File: src/rtl/life_step_sequencer.sv
// life_step_sequencer: steps one Game of Life generation across a double-buffered grid.
// Define LIFE_WRAP_EN for a toroidal grid; without it, cells beyond the edge count as dead.
module life_step_sequencer #(
    parameter int GRID_W = 40,
    parameter int GRID_H = 30,
    parameter int X_W    = 6,
    parameter int Y_W    = 5
) (
    input  logic           clock,
    input  logic           reset,
    input  logic           start,
    output logic           busy,
    output logic           done,
    output logic           bank,
    output logic [7:0]     gen_count,
    output logic           rd_en,
    output logic [X_W-1:0] rd_x,
    output logic [Y_W-1:0] rd_y,
    input  logic           rd_data,
    output logic           wr_en,
    output logic [X_W-1:0] wr_x,
    output logic [Y_W-1:0] wr_y,
    output logic           wr_data,
    output logic           plot,
    output logic [X_W-1:0] plot_x,
    output logic [Y_W-1:0] plot_y,
    output logic           plot_colour,
    input  logic           plot_ready
);

    typedef enum logic [2:0] {
        S_IDLE, S_READ, S_ACCUM, S_WRITE, S_PLOT_WAIT, S_NEXT, S_SWAP
    } state_t;

    localparam logic [X_W-1:0] X_LAST = X_W'(GRID_W - 1);
    localparam logic [Y_W-1:0] Y_LAST = Y_W'(GRID_H - 1);
    localparam logic [X_W:0]   X_OUT  = (X_W+1)'(GRID_W + 1);
    localparam logic [Y_W:0]   Y_OUT  = (Y_W+1)'(GRID_H + 1);

    state_t         r_state, w_state_n;
    logic [1:0]     r_kx, r_ky, w_kx_n, w_ky_n;
    logic [X_W-1:0] r_x, w_x_n;
    logic [Y_W-1:0] r_y, w_y_n;
    logic [3:0]     r_cnt, w_cnt_n;
    logic           r_alive, w_alive_n;
    logic           r_pend, r_pend_c;
    logic           w_cell_n;

    logic           r_bank, w_bank_n;
    logic [7:0]     r_gen, w_gen_n;
    logic           r_done, w_done_n;
    logic           r_rd_en, w_rd_en_n;
    logic [X_W-1:0] r_rd_x, w_rd_x_n;
    logic [Y_W-1:0] r_rd_y, w_rd_y_n;
    logic           r_wr_en, w_wr_en_n;
    logic [X_W-1:0] r_wr_x, w_wr_x_n;
    logic [Y_W-1:0] r_wr_y, w_wr_y_n;
    logic           r_wr_data, w_wr_data_n;
    logic           r_plot, w_plot_n;
    logic [X_W-1:0] r_plot_x, w_plot_x_n;
    logic [Y_W-1:0] r_plot_y, w_plot_y_n;
    logic           r_plot_c, w_plot_c_n;

    logic [X_W:0]   w_vx;
    logic [Y_W:0]   w_vy;
    logic           w_nb_in;
    logic [X_W-1:0] w_nb_x;
    logic [Y_W-1:0] w_nb_y;

    assign busy        = (r_state != S_IDLE);
    assign done        = r_done;
    assign bank        = r_bank;
    assign gen_count   = r_gen;
    assign rd_en       = r_rd_en;
    assign rd_x        = r_rd_x;
    assign rd_y        = r_rd_y;
    assign wr_en       = r_wr_en;
    assign wr_x        = r_wr_x;
    assign wr_y        = r_wr_y;
    assign wr_data     = r_wr_data;
    assign plot        = r_plot;
    assign plot_x      = r_plot_x;
    assign plot_y      = r_plot_y;
    assign plot_colour = r_plot_c;

    // Sequencing, neighbour accumulation and next-cycle values of write/plot/bank outputs
    always_comb begin
        w_state_n   = r_state;
        w_kx_n      = r_kx;
        w_ky_n      = r_ky;
        w_x_n       = r_x;
        w_y_n       = r_y;
        w_cnt_n     = r_cnt;
        w_alive_n   = r_alive;
        w_bank_n    = r_bank;
        w_gen_n     = r_gen;
        w_wr_en_n   = 1'b0;
        w_wr_data_n = 1'b0;
        w_wr_x_n    = '0;
        w_wr_y_n    = '0;
        w_plot_n    = 1'b0;
        w_plot_x_n  = '0;
        w_plot_y_n  = '0;
        w_plot_c_n  = 1'b0;
        if (r_pend && rd_data) begin
            if (r_pend_c) w_alive_n = 1'b1;
            else          w_cnt_n   = r_cnt + 4'd1;
        end
        w_cell_n = (w_cnt_n == 4'd3) || (w_alive_n && (w_cnt_n == 4'd2));
        unique case (r_state)
            S_IDLE: begin
                if (start) begin
                    w_state_n = S_READ;
                    w_kx_n    = '0;
                    w_ky_n    = '0;
                    w_x_n     = '0;
                    w_y_n     = '0;
                    w_cnt_n   = '0;
                    w_alive_n = 1'b0;
                end
            end
            S_READ: begin
                if (r_kx == 2'd2) begin
                    w_kx_n = '0;
                    if (r_ky == 2'd2) begin
                        w_ky_n    = '0;
                        w_state_n = S_ACCUM;
                    end else begin
                        w_ky_n = r_ky + 2'd1;
                    end
                end else begin
                    w_kx_n = r_kx + 2'd1;
                end
            end
            S_ACCUM: begin
                w_state_n   = S_WRITE;
                w_wr_en_n   = 1'b1;
                w_wr_data_n = w_cell_n;
                w_wr_x_n    = r_x;
                w_wr_y_n    = r_y;
                if (w_cell_n != w_alive_n) begin
                    w_plot_n   = 1'b1;
                    w_plot_x_n = r_x;
                    w_plot_y_n = r_y;
                    w_plot_c_n = w_cell_n;
                end
            end
            S_WRITE, S_PLOT_WAIT: begin
                if (r_plot && !plot_ready) begin
                    w_state_n  = S_PLOT_WAIT;
                    w_plot_n   = 1'b1;
                    w_plot_x_n = r_plot_x;
                    w_plot_y_n = r_plot_y;
                    w_plot_c_n = r_plot_c;
                end else begin
                    w_state_n = S_NEXT;
                end
            end
            S_NEXT: begin
                w_cnt_n   = '0;
                w_alive_n = 1'b0;
                w_state_n = S_READ;
                if (r_x == X_LAST) begin
                    w_x_n = '0;
                    if (r_y == Y_LAST) begin
                        w_y_n     = '0;
                        w_state_n = S_SWAP;
                        w_bank_n  = ~r_bank;
                        w_gen_n   = r_gen + 8'd1;
                    end else begin
                        w_y_n = r_y + 1'b1;
                    end
                end else begin
                    w_x_n = r_x + 1'b1;
                end
            end
            S_SWAP:  w_state_n = S_IDLE;
            default: w_state_n = S_IDLE;
        endcase
        w_done_n = (w_state_n == S_SWAP);
    end

    // Neighbour address for the next read: offsets are kx-1, ky-1 around the cell
    always_comb begin
        w_vx   = {1'b0, w_x_n} + (X_W+1)'(w_kx_n);
        w_vy   = {1'b0, w_y_n} + (Y_W+1)'(w_ky_n);
        w_nb_x = X_W'(w_vx - 1'b1);
        w_nb_y = Y_W'(w_vy - 1'b1);
`ifdef LIFE_WRAP_EN
        w_nb_in = 1'b1;
        if (w_vx == '0)        w_nb_x = X_LAST;
        else if (w_vx == X_OUT) w_nb_x = '0;
        if (w_vy == '0)        w_nb_y = Y_LAST;
        else if (w_vy == Y_OUT) w_nb_y = '0;
`else
        w_nb_in = (w_vx != '0) && (w_vx != X_OUT)
               && (w_vy != '0) && (w_vy != Y_OUT);
`endif
        w_rd_en_n = (w_state_n == S_READ) && w_nb_in;
        w_rd_x_n  = w_rd_en_n ? w_nb_x : '0;
        w_rd_y_n  = w_rd_en_n ? w_nb_y : '0;
    end

    // State, cell position and registered outputs; rd_data is tagged one cycle behind rd_en
    always_ff @(posedge clock) begin
        if (!reset) begin
            r_state   <= S_IDLE;
            r_kx      <= '0;
            r_ky      <= '0;
            r_x       <= '0;
            r_y       <= '0;
            r_cnt     <= '0;
            r_alive   <= 1'b0;
            r_pend    <= 1'b0;
            r_pend_c  <= 1'b0;
            r_bank    <= 1'b0;
            r_gen     <= '0;
            r_done    <= 1'b0;
            r_rd_en   <= 1'b0;
            r_rd_x    <= '0;
            r_rd_y    <= '0;
            r_wr_en   <= 1'b0;
            r_wr_x    <= '0;
            r_wr_y    <= '0;
            r_wr_data <= 1'b0;
            r_plot    <= 1'b0;
            r_plot_x  <= '0;
            r_plot_y  <= '0;
            r_plot_c  <= 1'b0;
        end else begin
            r_state   <= w_state_n;
            r_kx      <= w_kx_n;
            r_ky      <= w_ky_n;
            r_x       <= w_x_n;
            r_y       <= w_y_n;
            r_cnt     <= w_cnt_n;
            r_alive   <= w_alive_n;
            r_pend    <= r_rd_en;
            r_pend_c  <= (r_state == S_READ) && (r_kx == 2'd1) && (r_ky == 2'd1);
            r_bank    <= w_bank_n;
            r_gen     <= w_gen_n;
            r_done    <= w_done_n;
            r_rd_en   <= w_rd_en_n;
            r_rd_x    <= w_rd_x_n;
            r_rd_y    <= w_rd_y_n;
            r_wr_en   <= w_wr_en_n;
            r_wr_x    <= w_wr_x_n;
            r_wr_y    <= w_wr_y_n;
            r_wr_data <= w_wr_data_n;
            r_plot    <= w_plot_n;
            r_plot_x  <= w_plot_x_n;
            r_plot_y  <= w_plot_y_n;
            r_plot_c  <= w_plot_c_n;
        end
    end

endmodule

File: config.mk
export PLATFORM = sky130hd
export DESIGN_NAME = life_step_sequencer
export DESIGN_NICKNAME = d
export VERILOG_FILES = /design/src/rtl/life_step_sequencer.sv
export SDC_FILE = /design/constraint.sdc
export NUM_CORES = 1
export LEC_CHECK = 0
export CELL_PAD_IN_SITES_DETAIL_PLACEMENT = 1
export CELL_PAD_IN_SITES_GLOBAL_PLACEMENT = 1
export CORE_ASPECT_RATIO = 0.9
export CORE_MARGIN = 1.5
export CORE_UTILIZATION = 30
export CTS_BUF_LIST = sky130_fd_sc_hd__clkbuf_8
export DETAILED_ROUTE_END_ITERATION = 8
export PLACE_DENSITY_LB_ADDON = 0.15
export SETUP_SLACK_MARGIN = 0.05
export SLEW_MARGIN = 20
export SYNTH_ARGS = -nofsm -noshare
export SYNTH_HDL_FRONTEND = slang
export SYNTH_SLANG_ARGS = --single-unit
File: constraint.sdc
create_clock -name clock -period 6.3 [get_ports clock]
set_input_delay 0.63 -clock clock [delete_from_list [all_inputs] [get_ports clock]]
set_output_delay 0.63 -clock clock [all_outputs]
set_load 0.005 [all_outputs]
* Word level (Yosys, flattened, before mapping) *
Cells that the tools add are included.

word-level totals
  memory bits (writable) = 0
  bits of input ports = 5
  word-level logic and storage cells = 114
  output and inout bits = 49
  latch bits = 0
  register bits after elaboration = 73
  memories kept = 0
  bits in read-only memories = 0

operators by class
  bitwise gates (word level) = 1
  reduce and logical (&&, ||, !) cells = 19
  multipliers = 0
  magnitude comparators = 0
  div/mod/pow operators = 0
  shifts and indexed selects = 0
  add/sub/neg operators = 10
  muxes and demuxes = 42
  equality and inequality tests = 19

operators with widths
  cell                                                                      number
  5-bit 2-to-1 mux                                                          5
  6-bit 2-to-1 mux                                                          4
  6-bit case mux with 2 select lines                                        2
  5-bit case mux with 2 select lines                                        2
  3-bit 2-to-1 mux                                                          5
  3-bit case mux with 5 select lines                                        1
  4-bit 2-to-1 mux                                                          3
  2-bit 2-to-1 mux                                                          5
  3-bit equality test (second input constant)                               3
  1-bit logical AND                                                         9
  1-bit 2-to-1 mux                                                          9
  8-bit by 1-bit adder with 8-bit output (second input constant)            1
  4-bit by 2-bit equality test with 1-bit output (second input constant)    2
  2-bit case mux with 2 select lines                                        2
  4-bit case mux with 2 select lines                                        1
  6-bit by 2-bit adder with 7-bit output                                    1
  7-bit by 6-bit inequality test with 1-bit output (second input constant)  1
  7-bit nonzero test                                                        1
  5-bit by 2-bit adder with 6-bit output                                    1
  6-bit by 1-bit adder with 6-bit output (second input constant)            1
  3-bit by 1-bit equality test with 1-bit output (second input constant)    2
  3-bit by 2-bit equality test with 1-bit output (second input constant)    2
  6-bit equality test (second input constant)                               1
  6-bit by 5-bit inequality test with 1-bit output (second input constant)  1
  other kinds (20)                                                          26

* Logic depth before layout (Yosys ltp) *
Gate-level depths: netlist (run 1).

  depth in word-level cells = 10
  mapped depth = 16
  mapped depth without buffers = 15

* Least setup slack after synthesis (run 1) *
Ideal clock, no wire load.

  kind = input-to-reg
  start point = input start
  end point = register r_rd_y[4] (netlist: rd_y[4])
  slack = 2.863 ns
  path buffers = 0
  arrival = 3.320 ns
  stages = 14
  library setup time = 0.116 ns
  required time = 6.184 ns
  cell sequence = or4b_1 nand2_1 nand2_1 nand2_1 o31ai_1 ha_1 fa_1 inv_1 ha_1 or2b_2 or4_1 nand3_1 xor2_1 nor3_2

on the way
  elaborated cells between the ends (all ways) = 23
  those cells by class = add/sub (3); eq/ne (3); mux (10); reduce/logical (7)

RTL lines
  element                                                                                              RTL line  RTL
  from (decl)                                                                                          11        input logic start,
  5-bit 2-to-1 mux *                                                                                   112       if (start) begin
  5-bit case mux with 2 select lines *                                                                 110       unique case (r_state)
  net w_y_n[0]                                                                                         43        logic [Y_W-1:0] r_y, w_y_n;
  5-bit by 2-bit adder with 6-bit output *                                                             186       w_vy = {1'b0, w_y_n} + (Y_W+1)'(w_ky_n);
  parallel branches: the longest is 5 deep, another holds 5-bit by 1-bit subtractor with 5-bit output  --
  to (signal assigned)                                                                                 245       r_rd_y <= w_rd_y_n;
  to (decl)                                                                                            54        logic [Y_W-1:0] r_rd_y, w_rd_y_n;

Mark *: on every way through the listed nets, which the timed path passes.
A chain may end at the register's enable or synchronous reset.

* Worst setup path after layout (run 1) *
  start point = register r_state[0]
  end point = register r_rd_y[2] (netlist: rd_y[2])

on the way
  word-level cells in the longest chain between the ends = 9
  elaborated cells between the ends (all ways) = 28
  those cells by class = add/sub (3); eq/ne (8); mux (8); reduce/logical (9)

ends and longest elaborated chain
  element                                                                                 RTL line  RTL
  from (decl)                                                                             40        state_t r_state, w_state_n;
  from (signal assigned)                                                                  231       r_state <= w_state_n;
  3-bit equality test or 3-bit zero test (tied branches)                                  110
  6-bit case mux with 2 select lines *                                                    110
  net w_x_n[0]                                                                            42        logic [X_W-1:0] r_x, w_x_n;
  6-bit by 2-bit adder with 7-bit output *                                                185       w_vx = {1'b0, w_x_n} + (X_W+1)'(w_kx_n);
  7-bit by 6-bit inequality test with 1-bit output or 7-bit nonzero test (tied branches)  196       w_nb_in = (w_vx != '0) && (w_vx != X_OUT)
  1-bit logical AND *                                                                     196
  1-bit logical AND * (2 in series)                                                       197       && (w_vy != '0) && (w_vy != Y_OUT);
  1-bit logical AND *                                                                     199       w_rd_en_n = (w_state_n == S_READ) && w_nb_in;
  2-bit AND reduction (no source line) *                                                  --

Mark *: on every way through the listed nets, which the timed path passes. The rest lies on a longest branch.

==> qor.tcl, run 1 <==
set qor(status) {complete, no violations}
set qor(hold_violations) 0
set qor(clk-insertion-delay-late_ns) 0.35
set qor(setup_tns_ns) 0
set qor(post-route-period-util_pct) 67.9
set qor(final-instance-count-excl-fill) 619
set qor(grt_usage_pct) 14.8
set qor(busiest_layer) {met2}
set qor(ctsHoldBuffers) 0
set qor(powerDensity_nw_per_um2) 206
set qor(final_cell_area_um2) 4590
set qor(power.leakage_nw) 1.65
set qor(htreeDepth) 3
set qor(utilization_pct) 37.5
set qor(yosysSeqAreaShare_pct) 38.2
set qor(drive_gt1_share_pct) 13.1
set qor(floorplan.core_area_um2) 12200
set qor(dp.cells) 603
set qor(number_of_enable_type_register_cells_in_the_synthesized_netlist) 0
set qor(first_global_vias) 2962
set qor(detail_route.vias_per_cell) 4.85
set qor(grt_first_pass_wirelength_mm) 15.6
set qor(remaining_antenna_violation_count_after_routing) 0
set qor(postCtsSetupRepairBufs) 0
set qor(die_width_um) 122
set qor(final_common_cell) {sky130_fd_sc_hd__dfxtp_1}
set qor(syn_nets) 432
set qor(max_slew.worst_pin.slew_ns) 0.957
set qor(initial_core_util_pct) 31.3
set qor(route.detailed.wl_per_inst_um) 15.0
set qor(fillers) 1402
set qor(postPlaceCellArea_um2) 4350
set qor(grt_start_max_net_pins) 35
set qor(groute.layer.met2.usage_pct) 23.1
set qor(syn-mean-instance-area_um2) 9.30
set qor(required_time_of_the_worst_setup_path_ns) 6.53
set qor(timing.setup.critical_path_class) {flop to flop}
set qor(setup_slack_of_the_critical_path_after_layout_ns) 2.02
set qor(worstPathCellList) {and3b_1, o21ai_1, o21ai_0, ha_1, inv_1, fa_1, or3_2, o21bai_1, a221oi_2, buf_4, nor3_1}
set qor(synth.ff_latch_count) 73
set qor(met1_use_gr_pct) 20.5
set qor(synthFlopType) {sky130_fd_sc_hd__dfxtp_1}
set qor(cts_buffers) 9
set qor(number_of_nets_in_the_layout) 476
set qor(fp.dieH_um) 110
set qor(grt_antenna_before_repair) 0
set qor(place_congestion) 0.731
set qor(finClkSkew_ns) 0.0108
set qor(synth_area_um2) 3820
set qor(ys_async_sr_fraction_pct) 0
set qor(end_kind) {flop}
set qor(timing.final.crit_period_ns) 4.28
set qor(die_footprint_um2) 13400
set qor(detailedPlacementHpwl_mm) 6.77
set qor(synth_cell_types) 81
set qor(maxSlewViolCount) 0
set qor(clockRootBuffer) {sky130_fd_sc_hd__clkbuf_8}
set qor(cts_resized) 0
set qor(slew-limit-headroom_pct) 36.2
set qor(num_rows) 38
set qor(max_clock_freq_mhz) 234
set qor(drt_drc_violations_left) 0
set qor(cts.sinks) 73
set qor(ys_warnings) 0
set qor(layout-area-overhead-vs-synth_pct) 19.9
set qor(num_io_pins) 54
set qor(cp_data_arrival_time_ns) 4.51
set qor(drv_cap) 0
set qor(number_of_antenna_cells_inserted) 0
set qor(hold_class) {flop to flop}
set qor(critical_path_peak_fanout) 21
set qor(critPathMaxStageDelay_ns) 0.80
set qor(wl_mm) 9.27
set qor(grt.met3_usage_pct) 3.70
set qor(clkTransAtPathRegs_ns) 0.08
set qor(worst-r2r-setup-slack_ns) 2.02
set qor(slowest_stage) {sky130_fd_sc_hd__dfxtp_1}
set qor(numPortBuffers) 53
set qor(post_synth_inst_count) 411
set qor(vdd_ir_drop_max_mv) 0.105
set qor(kind_of_start_point_of_the_critical_path) {flop}
set qor(detailedRoute.firstIterationViolations) 137
set qor(dp_worst_setup_slack_ns) 1.75
set qor(firstDrtPassIters) 4
set qor(grt_setup_unrepaired) {no}
set qor(most-common-layout-cells) {sky130_fd_sc_hd__dfxtp_1, sky130_fd_sc_hd__clkdlybuf4s50_1, sky130_fd_sc_hd__nand2_1}
set qor(finalSetupViolations) 0
set qor(global_route.overflow_total) 0
set qor(detailroute.via_count) 3004
set qor(tritoncts) {done}
set qor(cts_buffer_depth) 2
cell families after synthesis:
kind of cell	count (synthesis)	share of synthesized area, %
and+or+nand+nor	193	29.9
DFF	73	38.2
AOI/OAI and AO/OA	71	13.5
buffers and inverters	34	7.07
xor gates and xnor gates	20	4.58
adders and majority gates	16	5.63
muxes	4	1.08
synth_stat cells (6+ instances only):
master                     number  area (um^2)
sky130_fd_sc_hd__buf_6          6         67.6
sky130_fd_sc_hd__xnor2_1       15          131
sky130_fd_sc_hd__nand2_1       49          184
sky130_fd_sc_hd__o21ai_0       12         60.1
sky130_fd_sc_hd__inv_1         11         41.3
sky130_fd_sc_hd__and2b_2        6         52.6
sky130_fd_sc_hd__dfxtp_1       73         1460
sky130_fd_sc_hd__nor2_1        26         97.6
sky130_fd_sc_hd__a21oi_1       19         95.1
sky130_fd_sc_hd__ha_1          14          175
sky130_fd_sc_hd__nor3_2         9         90.1
sky130_fd_sc_hd__nand3_1        7         35.0
sky130_fd_sc_hd__and2_1        25          156
sky130_fd_sc_hd__nor3_1         6         30.0
sky130_fd_sc_hd__nand4_1        6         37.5
sky130_fd_sc_hd__clkbuf_1       8         30.0
sky130_fd_sc_hd__nor2b_1       10         62.6
area by class of cell:
type,count,area [um^2],area share [%]
Sequential cell,73,1460,31.9
Clock inverter,6,108,2.35
Multi-Input combinational cell,304,2100,45.8
Inverter,11,41.3,0.900
Timing Repair Buffer,56,553,12.1
Clock buffer,9,124,2.70
Tap cell,160,200,4.37
layer usage:
metal / wire length, um / up-vias
met1: 4800 / 1422
met4: 85 / 0
met3: 347 / 7
met5: 0 / -
met2: 4030 / 55
li1: - / 1520
metrics by stage:
stage	power, mW	hold WS (ns)
4_1_cts	0.962	0.461
6_report	0.945	0.454
3_3_place_gp	0.522	0.443
5_1_grt	0.986	0.483
2_1_floorplan	0.512	0.448
3_5_place_dp	0.523	0.450
worst max-delay path, delay by kind of cell (launching register included):
| family | cells | cell delay, ns |
|---|---|---|
| AO/OA/AOI/OAI | 4 | 1.31 |
| AND/OR/NAND/NOR | 3 | 1.11 |
| flip-flops | 1 | 0.80 |
| adder cells (fa/ha/maj) | 2 | 0.60 |
| buffers and inverters | 2 | 0.34 |
registers in the layout (all words and copies together), names as in the netlist:
name         flops
wr_y             5
r_pend_c         1
r_kx             2
r_cnt            4
gen_count        8
r_alive          1
plot_colour      1
done             1
r_ky             2
bank             1
rd_y             5
plot             1
r_state          3
wr_x             6
wr_data          1
r_y              5
plot_x           6
rd_x             6
r_pend           1
wr_en            1
plot_y           5
r_x              6
rd_en            1
path summary, 6_finish.rpt:
path / startpoint / to / cells past startpoint
min reg2reg: plot_x[4] / plot_x[4] / 2
max reg2reg: r_state[0] / rd_y[2] / 11
min: plot_x[4] / plot_x[4] / 2
max: r_state[0] / rd_y[2] / 11
report_power, final:
| group | total (mW) | switching (mW) | internal, mW |
|---|---|---|---|
| combinational | 0.0469 | 0.0270 | 0.0199 |
| sequential | 0.466 | 0.00369 | 0.462 |
| clock | 0.432 | 0.172 | 0.259 |
(Power assumes the default switching activity.)
==> inputs of run 2 (changes only) <==
==> constraint.sdc (replaced) <==
create_clock -name clock -period 4.5 [get_ports clock]
set_input_delay 0.45 -clock clock [delete_from_list [all_inputs] [get_ports clock]]
set_output_delay 0.45 -clock clock [all_outputs]
set_load 0.005 [all_outputs]
==> run 2 against run 1 <==
Effect of this change:
- setup slack worse by 1.4 ns
- cell area is 0.52% lower
- critical path depth is 3 higher
- critical path type unchanged
- largest cell class unchanged
- largest power group unchanged
==> qor.tcl, run 2 (synthesis results as in run 1) <==
set qor(status) {complete, no violations}
set qor(die_footprint_um2) 13400 ;# unchanged
set qor(firstDrtPassIters) 4 ;# unchanged
set qor(htreeDepth) 3 ;# unchanged
set qor(layout-area-overhead-vs-synth_pct) 19.3
set qor(hold_ws_ns) 0.455 ;# +0.000133 ns
set qor(critical_path_peak_fanout) 17 ;# -19%
set qor(required_time_of_the_worst_setup_path_ns) 4.73 ;# -1.80 ns
set qor(drive_gt1_share_pct) 13.6 ;# +0.56 points
set qor(grt_antenna_before_repair) 0 ;# unchanged
set qor(worst_r2r_path_depth) 14 ;# +3
set qor(grt_usage_pct) 15.2 ;# +0.37 points
set qor(multi_input_area_um2) 2100 ;# unchanged
set qor(cts_buffer_depth) 2 ;# unchanged
set qor(num_rows) 38 ;# unchanged
set qor(route.detailed.wl_per_inst_um) 15.1 ;# +0.58%
set qor(fillers) 1418 ;# +1.1%
set qor(dp.cells) 606 ;# +0.50%
set qor(grt_first_pass_wirelength_mm) 15.8 ;# +1.4%
set qor(grt_setup_unrepaired) {no}
set qor(global_route.overflow_total) 0 ;# unchanged
set qor(end_kind) {flop}
set qor(die_width_um) 122 ;# unchanged
set qor(final-instance-count-excl-fill) 622 ;# +0.48%
set qor(initial_core_util_pct) 31.3 ;# unchanged
set qor(powerDensity_nw_per_um2) 270 ;# +31%
set qor(grt_start_max_net_pins) 27 ;# -23%
set qor(remaining_antenna_violation_count_after_routing) 0 ;# unchanged
set qor(drv_cap) 0 ;# unchanged
set qor(most-common-layout-cells) {sky130_fd_sc_hd__dfxtp_1, sky130_fd_sc_hd__clkdlybuf4s50_1, sky130_fd_sc_hd__nand2_1}
set qor(vdd_ir_drop_max_mv) 0.126 ;# +20%
set qor(final_common_cell) {sky130_fd_sc_hd__dfxtp_1}
set qor(worst-r2r-setup-slack_ns) 0.64 ;# -1.38 ns
set qor(clkTransAtPathRegs_ns) 0.08 ;# about the same
set qor(clockRootBuffer) {sky130_fd_sc_hd__clkbuf_8}
set qor(detailedPlacementHpwl_mm) 6.87 ;# +1.5%
set qor(wl_mm) 9.37 ;# +1.1%
set qor(place_congestion) 0.802 ;# +9.8%
set qor(timing.final.crit_period_ns) 3.86 ;# -0.415 ns
set qor(hold_class) {flop to flop}
set qor(drt_drc_violations_left) 0 ;# unchanged
set qor(detailroute.via_count) 3058 ;# +1.8%
set qor(timing.rr.start) {r_state[1]}
set qor(post-route-period-util_pct) 85.8 ;# +18 points
set qor(reg2reg_to) {rd_y[4]}
set qor(largest_register_ff_count) 8 ;# unchanged
set qor(power.leakage_nw) 1.64 ;# -0.56%
set qor(slew-limit-headroom_pct) 34.9 ;# -1.3 points
set qor(cts_resized) 0 ;# unchanged
set qor(hold_violations) 0 ;# unchanged
set qor(crit_start) {r_state[1]}
set qor(fp.dieH_um) 110 ;# unchanged
set qor(num_io_pins) 54 ;# unchanged
set qor(timing.setup.critical_path_class) {flop to flop}
set qor(postCtsSetupRepairBufs) 0 ;# unchanged
set qor(cts.sinks) 73 ;# unchanged
set qor(max_clock_freq_mhz) 259 ;# +11%
set qor(max_slew.worst_pin.slew_ns) 0.977 ;# +0.0198 ns
set qor(detail_route.vias_per_cell) 4.92 ;# +1.3%
set qor(maxSlewViolCount) 0 ;# unchanged
set qor(first_global_vias) 2924 ;# -1.3%
set qor(seqCellArea_um2) 1460 ;# unchanged
set qor(finalSetupViolations) 0 ;# unchanged
set qor(tritoncts) {done}
set qor(detailedRoute.firstIterationViolations) 98 ;# -28%
set qor(numPortBuffers) 53 ;# unchanged
set qor(timing.critical_path.to) {rd_y[4]}
set qor(total_power_mw) 1.23 ;# +31%
set qor(kind_of_start_point_of_the_critical_path) {flop}
set qor(cp_data_arrival_time_ns) 4.09 ;# -0.42 ns
set qor(floorplan.core_area_um2) 12200 ;# unchanged
set qor(clk-insertion-delay-late_ns) 0.35 ;# about the same
set qor(ctsHoldBuffers) 0 ;# unchanged
set qor(setup_tns_ns) 0 ;# unchanged
set qor(finClkSkew_ns) 0.0105 ;# -0.000357 ns
set qor(cts_buffers) 9 ;# unchanged
set qor(number_of_nets_in_the_layout) 478 ;# +0.42%
set qor(number_of_antenna_cells_inserted) 0 ;# unchanged
[run 2: area by class of cell]
| cell class | instances | area share [%] |
|---|---|---|
| Clock buffer | 9 | 2.72 |
| Clock inverter | 7 | 1.51 |
| Inverter | 11 | 0.905 |
| Multi-Input combinational cell | 304 | 46.0 |
| Sequential cell | 73 | 32.0 |
| Tap cell | 160 | 4.39 |
| Timing Repair Buffer | 58 | 12.5 |
[run 2: report_power, final]
group          internal [mW]  switching (mW)  total (mW)  leakage, nW
clock network          0.255           0.260       0.515       0.0954
registers              0.647         0.00279       0.650        0.588
logic                 0.0286          0.0406      0.0692        0.958
total                  0.931           0.303        1.23         1.64
[run 2: through the flow]
stage / utilization (%) / area [um^2] / setup WS, ns
2_1_floorplan: - / 3820 / 1.13
5_1_grt: 37.3 / 4560 / 0.317
4_1_cts: 37.3 / 4560 / 0.592
3_3_place_gp: 35.8 / 4370 / 0.493
6_report: 37.3 / 4560 / 0.639
3_5_place_dp: 35.8 / 4370 / 0.352
[run 2: critical path, stage by stage, from the launching register on]
cell and delay, ns:
sky130_fd_sc_hd__dfxtp_1 0.69, sky130_fd_sc_hd__and3b_1 0.39, sky130_fd_sc_hd__o21ai_1 0.23, sky130_fd_sc_hd__nand2_1 0.12
sky130_fd_sc_hd__nand2_1 0.08, sky130_fd_sc_hd__o31ai_1 0.09, sky130_fd_sc_hd__ha_1 0.22, sky130_fd_sc_hd__fa_1 0.51
sky130_fd_sc_hd__inv_1 0.09, sky130_fd_sc_hd__ha_1 0.24, sky130_fd_sc_hd__or2b_2 0.31, sky130_fd_sc_hd__or4_1 0.41
sky130_fd_sc_hd__nand3_1 0.10, sky130_fd_sc_hd__xor2_1 0.20, sky130_fd_sc_hd__nor3_2 0.05
[run 2: layer usage]
metal / GRT usage, % / up-vias / part of all wire [%] / wire length [um]
met3: 4.01 / 10 / 3.8 / 359
met2: 23.2 / 53 / 45 / 4190
li1: - / 1522 / - / -
met1: 21.0 / 1473 / 50 / 4700
met4: 4.54 / 0 / 1.3 / 119
met5: 0 / - / 0 / 0
[run 2: worst min path at each step]
| stage | start | end | slack (ns) | cells past startpoint |
|---|---|---|---|---|
| floorplan | plot_y[2] | plot_y[2] | 0.45 | 2 |
| global placement | plot_y[2] | plot_y[2] | 0.44 | 2 |
| CTS | plot_y[2] | plot_y[2] | 0.46 | 2 |
| global route | plot_y[2] | plot_y[2] | 0.48 | 2 |
| detailed placement | plot_y[2] | plot_y[2] | 0.45 | 2 |
| finish | plot_y[2] | plot_y[2] | 0.45 | 2 |
